===== config.mk =====
export PLATFORM = sky130hd
export DESIGN_NAME = button_conditioner
export DESIGN_NICKNAME = d
export VERILOG_FILES = /design/src/rtl/button_conditioner.sv
export SDC_FILE = /design/constraint.sdc
export NUM_CORES = 1
export LEC_CHECK = 0
export CORE_MARGIN = 3
export CORE_UTILIZATION = 50
export DETAILED_ROUTE_END_ITERATION = 7
export DONT_BUFFER_PORTS = 1
export PLACE_DENSITY_LB_ADDON = 0.15
export SETUP_SLACK_MARGIN = 0.1
export SLEW_MARGIN = 20
export SYNTH_ARGS = -nofsm -noshare
export SYNTH_HDL_FRONTEND = slang
export SYNTH_SLANG_ARGS = --single-unit

===== constraint.sdc =====
create_clock -name clk -period 16.59 [get_ports clk]
set_input_delay 4.977 -clock clk [delete_from_list [all_inputs] [get_ports clk]]
set_output_delay 4.977 -clock clk [all_outputs]
set_load 0.1 [all_outputs]

===== src/rtl/button_conditioner.sv =====
// -----------------------------------------------------------------------------
// button_conditioner
//
// Per-channel push-button conditioning: each channel runs its own two-flop
// synchroniser, debounce counter, hold counter and three-state repeat FSM.
// No counter or state is shared between channels, so simultaneous events on
// several channels produce simultaneous pulses.
//
// Parameters
//   WIDTH           number of independent button channels (1..32)
//   DEBOUNCE_LIMIT  consecutive cycles a new level must persist before it is
//                   accepted (1..2^24-1)
//   REPEAT_DELAY    cycles from the press pulse to the first auto-repeat;
//                   0 disables auto-repeat
//   REPEAT_RATE     cycles between subsequent auto-repeats (1..2^26-1)
//   ACTIVE_LOW      1 = a low raw input means pressed
//
// Ports
//   clk               system clock, all state updates on the rising edge
//   rst               asynchronous active-high reset
//   raw_signal        raw, asynchronous button inputs
//   debounced_signal  clean level per channel, 1 = pressed
//   press_pulse       one-cycle strobe in the first cycle debounced shows 1
//   release_pulse     one-cycle strobe in the first cycle debounced shows 0
//   repeat_pulse      one-cycle strobe at the press and at each auto-repeat
//
// Handshake: none. All outputs are registered levels/strobes, valid every
// cycle; strobes are high for exactly one clock and need no acknowledge.
// -----------------------------------------------------------------------------
module button_conditioner #(
  parameter int unsigned WIDTH          = 4,
  parameter int unsigned DEBOUNCE_LIMIT = 1_000_000,
  parameter int unsigned REPEAT_DELAY   = 25_000_000,
  parameter int unsigned REPEAT_RATE    = 5_000_000,
  parameter bit          ACTIVE_LOW     = 1'b0
) (
  input  logic             clk,
  input  logic             rst,
  input  logic [WIDTH-1:0] raw_signal,
  output logic [WIDTH-1:0] debounced_signal,
  output logic [WIDTH-1:0] press_pulse,
  output logic [WIDTH-1:0] release_pulse,
  output logic [WIDTH-1:0] repeat_pulse
);

  // ---------------------------------------------------------------------------
  // Counter sizing. Each counter gets one bit of headroom above its limit so
  // it can never wrap inside a phase.
  // ---------------------------------------------------------------------------
  localparam int unsigned DB_W       = $clog2(DEBOUNCE_LIMIT) + 1;
  localparam int unsigned HOLD_LIMIT = (REPEAT_DELAY > REPEAT_RATE) ? REPEAT_DELAY
                                                                    : REPEAT_RATE;
  localparam int unsigned HOLD_W     = $clog2(HOLD_LIMIT) + 1;

  localparam logic [DB_W-1:0]   DB_LAST    = DB_W'(DEBOUNCE_LIMIT - 1);
  localparam logic [DB_W-1:0]   DB_ONE     = DB_W'(1);
  localparam logic [HOLD_W-1:0] DELAY_LAST = HOLD_W'((REPEAT_DELAY > 0) ? (REPEAT_DELAY - 1) : 0);
  localparam logic [HOLD_W-1:0] RATE_LAST  = HOLD_W'(REPEAT_RATE - 1);
  localparam logic [HOLD_W-1:0] HOLD_ONE   = HOLD_W'(1);
  localparam bit                REPEAT_EN  = (REPEAT_DELAY != 0);

  // Repeat FSM encoding, one instance per channel.
  typedef enum logic [1:0] {
    ST_IDLE   = 2'd0,  // released
    ST_DELAY  = 2'd1,  // held, waiting for the first auto-repeat
    ST_REPEAT = 2'd2   // held, repeating at REPEAT_RATE
  } chan_state_e;

  // ---------------------------------------------------------------------------
  // Synchroniser. The polarity flip happens before the first flop so that the
  // whole channel works in "1 = pressed" terms and reset (all zeros) is the
  // released level regardless of ACTIVE_LOW.
  // ---------------------------------------------------------------------------
  logic [WIDTH-1:0] sync_meta;
  logic [WIDTH-1:0] sync_s;

  always_ff @(posedge clk or posedge rst) begin
    if (rst) begin
      sync_meta <= '0;
      sync_s    <= '0;
    end else begin
      sync_meta <= raw_signal ^ {WIDTH{ACTIVE_LOW}};
      sync_s    <= sync_meta;
    end
  end

  // ---------------------------------------------------------------------------
  // Per-channel debounce and repeat logic.
  // ---------------------------------------------------------------------------
  for (genvar g = 0; g < WIDTH; g++) begin : g_chan
    logic [DB_W-1:0]   db_cnt_q;
    logic              deb_q;
    logic              press_q;
    logic              release_q;
    logic              settle;
    logic              rise;
    logic              fall;

    chan_state_e       fsm_state_q;
    chan_state_e       fsm_state_d;
    logic [HOLD_W-1:0] hold_cnt_q;
    logic [HOLD_W-1:0] hold_cnt_d;
    logic              repeat_q;
    logic              repeat_d;

    // settle is high on the edge where the debounced level flips: the input
    // has disagreed for DEBOUNCE_LIMIT-1 cycles already and still disagrees.
    assign settle = (sync_s[g] != deb_q) && (db_cnt_q == DB_LAST);
    assign rise   = settle &  sync_s[g];
    assign fall   = settle & ~sync_s[g];

    // Debounce counter and edge strobes. The strobes are registered from the
    // same condition that updates deb_q, so they line up with the first
    // cycle the new level is visible.
    always_ff @(posedge clk or posedge rst) begin
      if (rst) begin
        db_cnt_q  <= '0;
        deb_q     <= 1'b0;
        press_q   <= 1'b0;
        release_q <= 1'b0;
      end else begin
        press_q   <= rise;
        release_q <= fall;
        if (sync_s[g] != deb_q) begin
          if (db_cnt_q == DB_LAST) begin
            deb_q    <= sync_s[g];
            db_cnt_q <= '0;
          end else begin
            db_cnt_q <= db_cnt_q + DB_ONE;
          end
        end else begin
          db_cnt_q <= '0;
        end
      end
    end

    // Repeat FSM state register.
    always_ff @(posedge clk or posedge rst) begin
      if (rst) begin
        fsm_state_q <= ST_IDLE;
        hold_cnt_q  <= '0;
        repeat_q    <= 1'b0;
      end else begin
        fsm_state_q <= fsm_state_d;
        hold_cnt_q  <= hold_cnt_d;
        repeat_q    <= repeat_d;
      end
    end

    // Repeat FSM next-state logic. A debounced fall is checked first so a
    // repeat that happens to fall due on the release edge is suppressed.
    always_comb begin
      fsm_state_d = fsm_state_q;
      hold_cnt_d  = hold_cnt_q;
      repeat_d    = 1'b0;
      if (fall) begin
        fsm_state_d = ST_IDLE;
        hold_cnt_d  = '0;
      end else if (rise) begin
        fsm_state_d = ST_DELAY;
        hold_cnt_d  = '0;
        repeat_d    = 1'b1;
      end else begin
        case (fsm_state_q)
          ST_IDLE: begin
            hold_cnt_d = '0;
          end
          ST_DELAY: begin
            // With auto-repeat disabled the channel parks here until release
            // and the hold counter stays at zero.
            if (REPEAT_EN) begin
              if (hold_cnt_q == DELAY_LAST) begin
                fsm_state_d = ST_REPEAT;
                hold_cnt_d  = '0;
                repeat_d    = 1'b1;
              end else begin
                hold_cnt_d = hold_cnt_q + HOLD_ONE;
              end
            end
          end
          ST_REPEAT: begin
            if (hold_cnt_q == RATE_LAST) begin
              hold_cnt_d = '0;
              repeat_d   = 1'b1;
            end else begin
              hold_cnt_d = hold_cnt_q + HOLD_ONE;
            end
          end
          default: begin
            fsm_state_d = ST_IDLE;
            hold_cnt_d  = '0;
          end
        endcase
      end
    end

    assign debounced_signal[g] = deb_q;
    assign press_pulse[g]      = press_q;
    assign release_pulse[g]    = release_q;
    assign repeat_pulse[g]     = repeat_q;
  end : g_chan

endmodule : button_conditioner


---- After elaboration in Yosys (flattened, before gate mapping) ----
Index checks and enable logic that the tools add are counted.
storage, ports and cells
  register bits ........................... 220
  bits of input ports ..................... 6
  output and inout bits ................... 16
  logic and storage cells ................. 166
cells by class
  $add $sub $neg .......................... 8
  equal/unequal tests ..................... 32
  muxes and demuxes ....................... 64
  bitwise operators ....................... 12
  reductions and logical operators ........ 20
operators with widths
  cell                                                                      count
  26-bit two-way mux                                                        16
  26-bit one-hot mux with 2 select lines                                    4
  21-bit two-way mux                                                        8
  26-bit by 1-bit adder with 26-bit output (second input constant)          4
  26-bit by 23-bit == test with 1-bit output (second input constant)        4
  26-bit by 25-bit == test with 1-bit output (second input constant)        4
  21-bit by 1-bit adder with 21-bit output (second input constant)          4
  21-bit by 20-bit == test with 1-bit output (second input constant)        4
  2-bit two-way mux                                                         12
  1-bit two-way mux                                                         16
  4-bit inequality test (second input constant)                             4
  2-bit one-hot mux with 2 select lines                                     4
  2-bit AND reduction                                                       8
  3-bit by 1-bit inequality test with 1-bit output (second input constant)  4
  1-bit AND                                                                 8
  2-bit by 1-bit == test with 1-bit output (second input constant)          4
  2-bit == test (second input constant)                                     4
  2-bit zero test                                                           4
  1-bit one-hot mux with 2 select lines                                     4
  2-bit OR reduction                                                        4
  1-bit logical AND                                                         4
  1-bit inequality test                                                     4
  1-bit inverter                                                            4

---- Depth between registers and ports, before layout ----
Gate-level depths: netlist of the first run.
  depth in word-level cells ............... 5
  mapped depth ............................ 8
  gate-level depth less buffers ........... 6

---- Worst setup path before layout of the first run ----
OpenSTA, ideal clock, no wires.
  kind .................................... register -> output
  from .................................... register g_chan[0].deb_q
  to ...................................... output debounced_signal[0]
  arrival time ............................ 697 ps
  required time ........................... 11613 ps
  path slack .............................. 10916 ps
  stages on the path, launching flop included .. 2
  path buffers ............................ 1
  cells stage by stage .................... dfrtp_1 > buf_4
RTL lines
  what                    RTL line  text
  start, declared         92        logic deb_q;
  start signal, assigned  126       deb_q <= sync_s[g];
  end, declared           40        output logic [WIDTH-1:0] debounced_signal,
No word-level cell between the ends.

---- Worst setup path after layout of the first run ----
  from .................................... register g_chan[1].deb_q
  to ...................................... output debounced_signal[1]
RTL lines
  what                    RTL line
  start, declared         92
  start signal, assigned  126
No word-level cell between the ends.

==> results of run 1 <==
[kinds of logic after synthesis]
family | Yosys count | share of synthesized area [%]
compound gates | 36 | 2.30
buf+inv | 82 | 4.09
fa+ha+maj | 24 | 2.72
mux | 3 | 0.306
flops | 220 | 49.8
xor+xnor | 174 | 13.8
simple gates | 589 | 27.0
[per-stage QoR]
step	util [%]	std cells	worst slack (ps)	power, mW	hold slack (ps)
5_1_grt	55.8	1405	10030	1.13	358
2_1_floorplan	-	1128	5590	0.567	331
4_1_cts	55.8	1405	10060	1.11	357
6_report	55.8	1405	10090	1.09	354
3_3_place_gp	52.0	1360	9790	0.572	335
3_5_place_dp	52.0	1360	9760	0.572	344
[per-layer routing]
layer	up-vias	global-route usage, %	wire length, µm
met5	-	0	0
met4	0	3.57	332
met3	26	2.69	568
met2	76	27.7	8830
met1	3693	24.5	10100
li1	3803	-	-
[report_power, final]
group | total (mW) | internal, mW | leakage [nW] | switching, mW
logic | 0.0186 | 0.00317 | 1.34 | 0.0155
clock network | 0.528 | 0.318 | 0.393 | 0.210
registers | 0.543 | 0.540 | 3.05 | 0.00298
[layout by cell type (no fill, tap or decap), types with 3 or more instances in the layout]
master | netlist | routed
a31o_2 | 6 | 6
nor2b_1 | 3 | 3
nand3_1 | 50 | 50
clkbuf_8 | 0 | 9
nor3b_1 | 5 | 5
mux2_2 | 3 | 3
nor4_1 | 21 | 21
clkbuf_1 | 8 | 6
nor2_1 | 221 | 221
ha_1 | 24 | 24
dfrtp_1 | 220 | 220
nand4_1 | 65 | 65
nand2_1 | 77 | 77
and3_1 | 26 | 26
inv_1 | 38 | 37
and4_1 | 18 | 18
a21oi_1 | 7 | 7
or4_1 | 8 | 8
and2_1 | 16 | 16
or3_1 | 6 | 6
o21ai_0 | 6 | 6
nor4b_1 | 8 | 8
a211oi_1 | 3 | 3
o31ai_1 | 3 | 3
clkbuf_16 | 0 | 25
nor3_1 | 42 | 42
xnor2_1 | 86 | 86
nor3b_2 | 3 | 3
xor2_1 | 88 | 88
or2_2 | 4 | 4
nor4bb_1 | 8 | 8
[flip-flops by register name (all words and copies together), names as in the netlist]
name                flops
sync_meta               4
g_chan.db_cnt_q        84
g_chan.hold_cnt_q     104
g_chan.fsm_state_q      8
g_chan.release_q        4
g_chan.deb_q            4
g_chan.press_q          4
sync_s                  4
g_chan.repeat_q         4
[cell type report]
type	instances	share of cell area, %
flip-flops and latches	220	46.2
repair buffers	1	0.0945
clock buffers	40	6.48
well taps	275	2.89
clock inverters	5	0.315
multi-input cells	826	42.7
inverters	38	1.26
[how the worst max path moves through the flow]
stage,from,end,depth (start not counted)
floorplan,rst,g_chan[0].db_cnt_q[0],1
global placement,rst,g_chan[1].hold_cnt_q[24],2
detailed placement,rst,g_chan[2].db_cnt_q[20],2
CTS,g_chan[1].deb_q,debounced_signal[1],0
global route,g_chan[1].deb_q,debounced_signal[1],0
finish,g_chan[1].deb_q,debounced_signal[1],0
==> qor.yml, run 1 <==
cts_resized: 0
yosysWarnings: 0
cts_hold_buf: 0
antenna_found_initial: 0
cts_buffers: 25
ios: 22
rsz0062_at_grt: "false"
min_from: "sync_meta[2]"
synth_nets: 1158
globalRouteTotalUtil_pct: 17.1
clkTransAtPathRegs_ps: 60
vias_per_cell: 5.41
synth_ff_type: "dfrtp_1"
multiInputGateArea_mm2: 0.00509
drtIter0Drc: 399
yosys_register_bits: 220
worstMarginPinSlew_ps: 1000
grt_pass1_vias: 7477
synthTopCellsByCount: "nor2_1 (221), dfrtp_1 (220), xor2_1 (88)"
grt_pass1_wl_mm: 35.4
finalNetCount: 1142
setup_viol: 0
fillers: 1916
h-tree-depth: 1
port_buffers: 0
ant_nets: 0
cts_buffer_depth: 3
yosys-top-cells-area: "dfrtp_1 (50%), nor2_1 (7.5%), xor2_1 (7.0%)"
synth_edf_count: 0
start_util_pct: 51.7
cp.arrival_ps: 1530
drive_gt1_share_pct: 5.58
clock-sinks: 220
crit_required_ps: 11610
finalCriticalPeriod_ps: 6500
leakage_nw: 4.78
area_growth_pct: 7.81
placed_cell_area_mm2: 0.0111
r2r-end: "g_chan[0].hold_cnt_q[7]"
hold_viol: 0
critPathLaunchType: "flop"
holdPathEnd: "sync_s[2]"
avgSynthCellArea_um2: 9.79
clock_tree.root_cell: "clkbuf_16"
synth_cell_type_count: 48
drc: 0
tns_ps: 0
end_kind: "output pin"
fp.dieH_um: 155
dieArea_mm2: 0.0239
synthCells: 1128
r2r_slack_ps: 13790
synth_area_mm2: 0.0110
fmax_mhz: 154
relSlewSlack_pct: 33.3
clock_latency_ps: 520
route.vias.total: 7598
globalplace.congestion: 0.784
synth.most_common_cell: "nor2_1"
async_flop_share_pct: 100
synth_top_area_share_pct: 49.8
fp.dieW_um: 155
reg2reg_depth: 6
std_cell_rows: 53
drv_cap: 0
cts_tree: "built"
regArea_mm2: 0.00551
crit_type: "flop to output pin"
routed_wirelength_mm: 19.8
status: "complete, no violations"
stdcell_area_mm2: 0.0119
drt_first_pass_iters: 4
finClkSkew_ps: 12.8
wl_per_cell_um: 14.1
post-dp-hpwl_mm: 12.9
diodes: 0
finalCritPeriodShare_pct: 39.2
core_area_mm2: 0.0214
vdd_drop_max_uv: 69.5
p_per_area_mw_per_mm2: 91.5
cts_setup_buffers: 0
grt-ovfl-total: 0
grt_start_max_net_pins: 138
r2r_start: "g_chan[0].db_cnt_q[0]"
synth_top_area_cell: "dfrtp_1"
seq_area_frac_synth_pct: 49.8
drv_slew: 0
worstHoldPathType: "flop to flop"
hold_depth: 0
path_max_fanout: 5
Note: power is estimated with default switching activity, not from simulation.
==> inputs of run 2 (changes only) <==
==> constraint.sdc (replaced) <==
create_clock -name clk -period 6.3 [get_ports clk]
set_input_delay 1.89 -clock clk [delete_from_list [all_inputs] [get_ports clk]]
set_output_delay 1.89 -clock clk [all_outputs]
set_load 0.1 [all_outputs]
==> run 2 against run 1 <==
Highest routed layer unchanged. Non-clock buffer count increased by 2. Sequential share of layout area decreased by 0.15 points. Power rose to 2.7 times the previous value. Global-route usage increased by 0.12 points. Combinational power rose to 2.7 times the previous value. Register-to-register slack lost 10000 ps. Via count down 0.91%. Worst hold slack worse by 4.6 ps.
==> qor.yml, run 2 (synthesized netlist as in run 1, its figures left out) <==
dp_cells: 1362
cts_resized: 0
diodes: 0
cts_buffer_depth: 3
vias_per_cell: 5.35
drtIter0Drc: 450
fp.dieW_um: 155
cp.arrival_ps: 1540
finalCritPeriodShare_pct: 54.4
leakage_nw: 4.80
crit_type: "flop to output pin"
std_cell_rows: 53
drv_cap: 0
clock_tree.root_cell: "clkbuf_16"
grt_pass1_wl_mm: 35.6
fmax_mhz: 292
fillers: 1892
post-dp-hpwl_mm: 13.1
grt_pass1_vias: 7540
core_area_mm2: 0.0214
relSlewSlack_pct: 31.9
final_cell_mix: "nor2_1 (221), dfrtp_1 (220), xor2_1 (88)"
globalRouteTotalUtil_pct: 17.2
cts_setup_buffers: 0
port_buffers: 0
finalCriticalPeriod_ps: 3430
start_util_pct: 51.7
routed_wirelength_mm: 20.0
ios: 22
setup_slack_ps: 2870
final_common_cell: "nor2_1"
antenna_found_initial: 0
finalNetCount: 1144
drv_slew: 0
drive_gt1_share_pct: 6.01
cts_hold_buf: 0
worstMarginPinSlew_ps: 1020
largestRegisters: "g_chan.hold_cnt_q x104, g_chan.db_cnt_q x84, g_chan.fsm_state_q x8"
h-tree-depth: 1
clock-sinks: 220
grt_start_max_net_pins: 81
p_per_area_mw_per_mm2: 245
critPathLaunchType: "flop"
whs_ps: 349
route.vias.total: 7529
final_cells: 1406
setup_viol: 0
ant_nets: 0
hold_viol: 0
r2r_start: "g_chan[0].db_cnt_q[0]"
drc: 0
regMostFlops: "g_chan.hold_cnt_q"
area_growth_pct: 8.17
largest_register_ffs: 104
rsz0062_at_grt: "false"
placed_cell_area_mm2: 0.0111
cts_tree: "built"
tns_ps: 0
min_from: "sync_meta[2]"
stdcell_area_mm2: 0.0120
status: "complete, no violations"
dp_slack_ps: 3290
finClkSkew_ps: 22.8
end_kind: "output pin"
vdd_drop_max_uv: 144
worstHoldPathType: "flop to flop"
grt-ovfl-total: 0
drt_first_pass_iters: 5
clock_latency_ps: 520
path_max_fanout: 5
globalplace.congestion: 0.818
cts_buffers: 25
post-route-util_pct: 56.0
clkTransAtPathRegs_ps: 60
wl_per_cell_um: 14.2
dieArea_mm2: 0.0239
startpoint: "g_chan[1].deb_q"
total_power_mw: 2.93
crit_required_ps: 4410
fp.dieH_um: 155
==> run 2: changes by cell type in the layout (fill, tap and decap cells not counted), sizes merged <==
| cell | change |
|---|---|
| buf | +2 |
| bufinv | +2 |
| clkbuf | -7 |
| clkinv | +5 |
| clkinvlp | +1 |
| inv | -2 |
==> run 2: final timing paths <==
| path | depth (start not counted) | to | slack (ps) |
|---|---|---|---|
| setup / recovery | 0 | debounced_signal[1] | 2870 |
| hold / removal | 0 | sync_s[2] | 350 |
| setup reg to reg | 6 | g_chan[0].hold_cnt_q[17] | 3540 |
| hold reg to reg | 0 | sync_s[2] | 350 |
| max in group asynchronous | 2 | g_chan[3].hold_cnt_q[20] | 4040 |
| min in group asynchronous | 1 | g_chan[0].hold_cnt_q[4] | 1150 |
==> run 2: routing by layer <==
layer / routed length, µm / track usage (%) / up-vias
met2: 8960 / 27.1 / 73
met4: 230 / 4.42 / 0
met3: 565 / 2.49 / 17
li1: - / - / 3811
met5: 0 / 0 / -
met1: 10200 / 25.1 / 3628
==> run 2: area by class of cell <==
cell class | count | area [µm²] | share of cell area [%]
well taps | 275 | 344 | 2.88
inverters | 38 | 146 | 1.23
clock buffers | 33 | 716 | 5.99
clock inverters | 11 | 121 | 1.02
flip-flops and latches | 220 | 5510 | 46.1
repair buffers | 3 | 26.3 | 0.220
multi-input cells | 826 | 5090 | 42.6
==> run 2: power by group <==
part	total (mW)	switching, mW	internal [mW]
sequential	1.43	0.00766	1.42
clock	1.45	0.573	0.879
combinational	0.0500	0.0410	0.00898
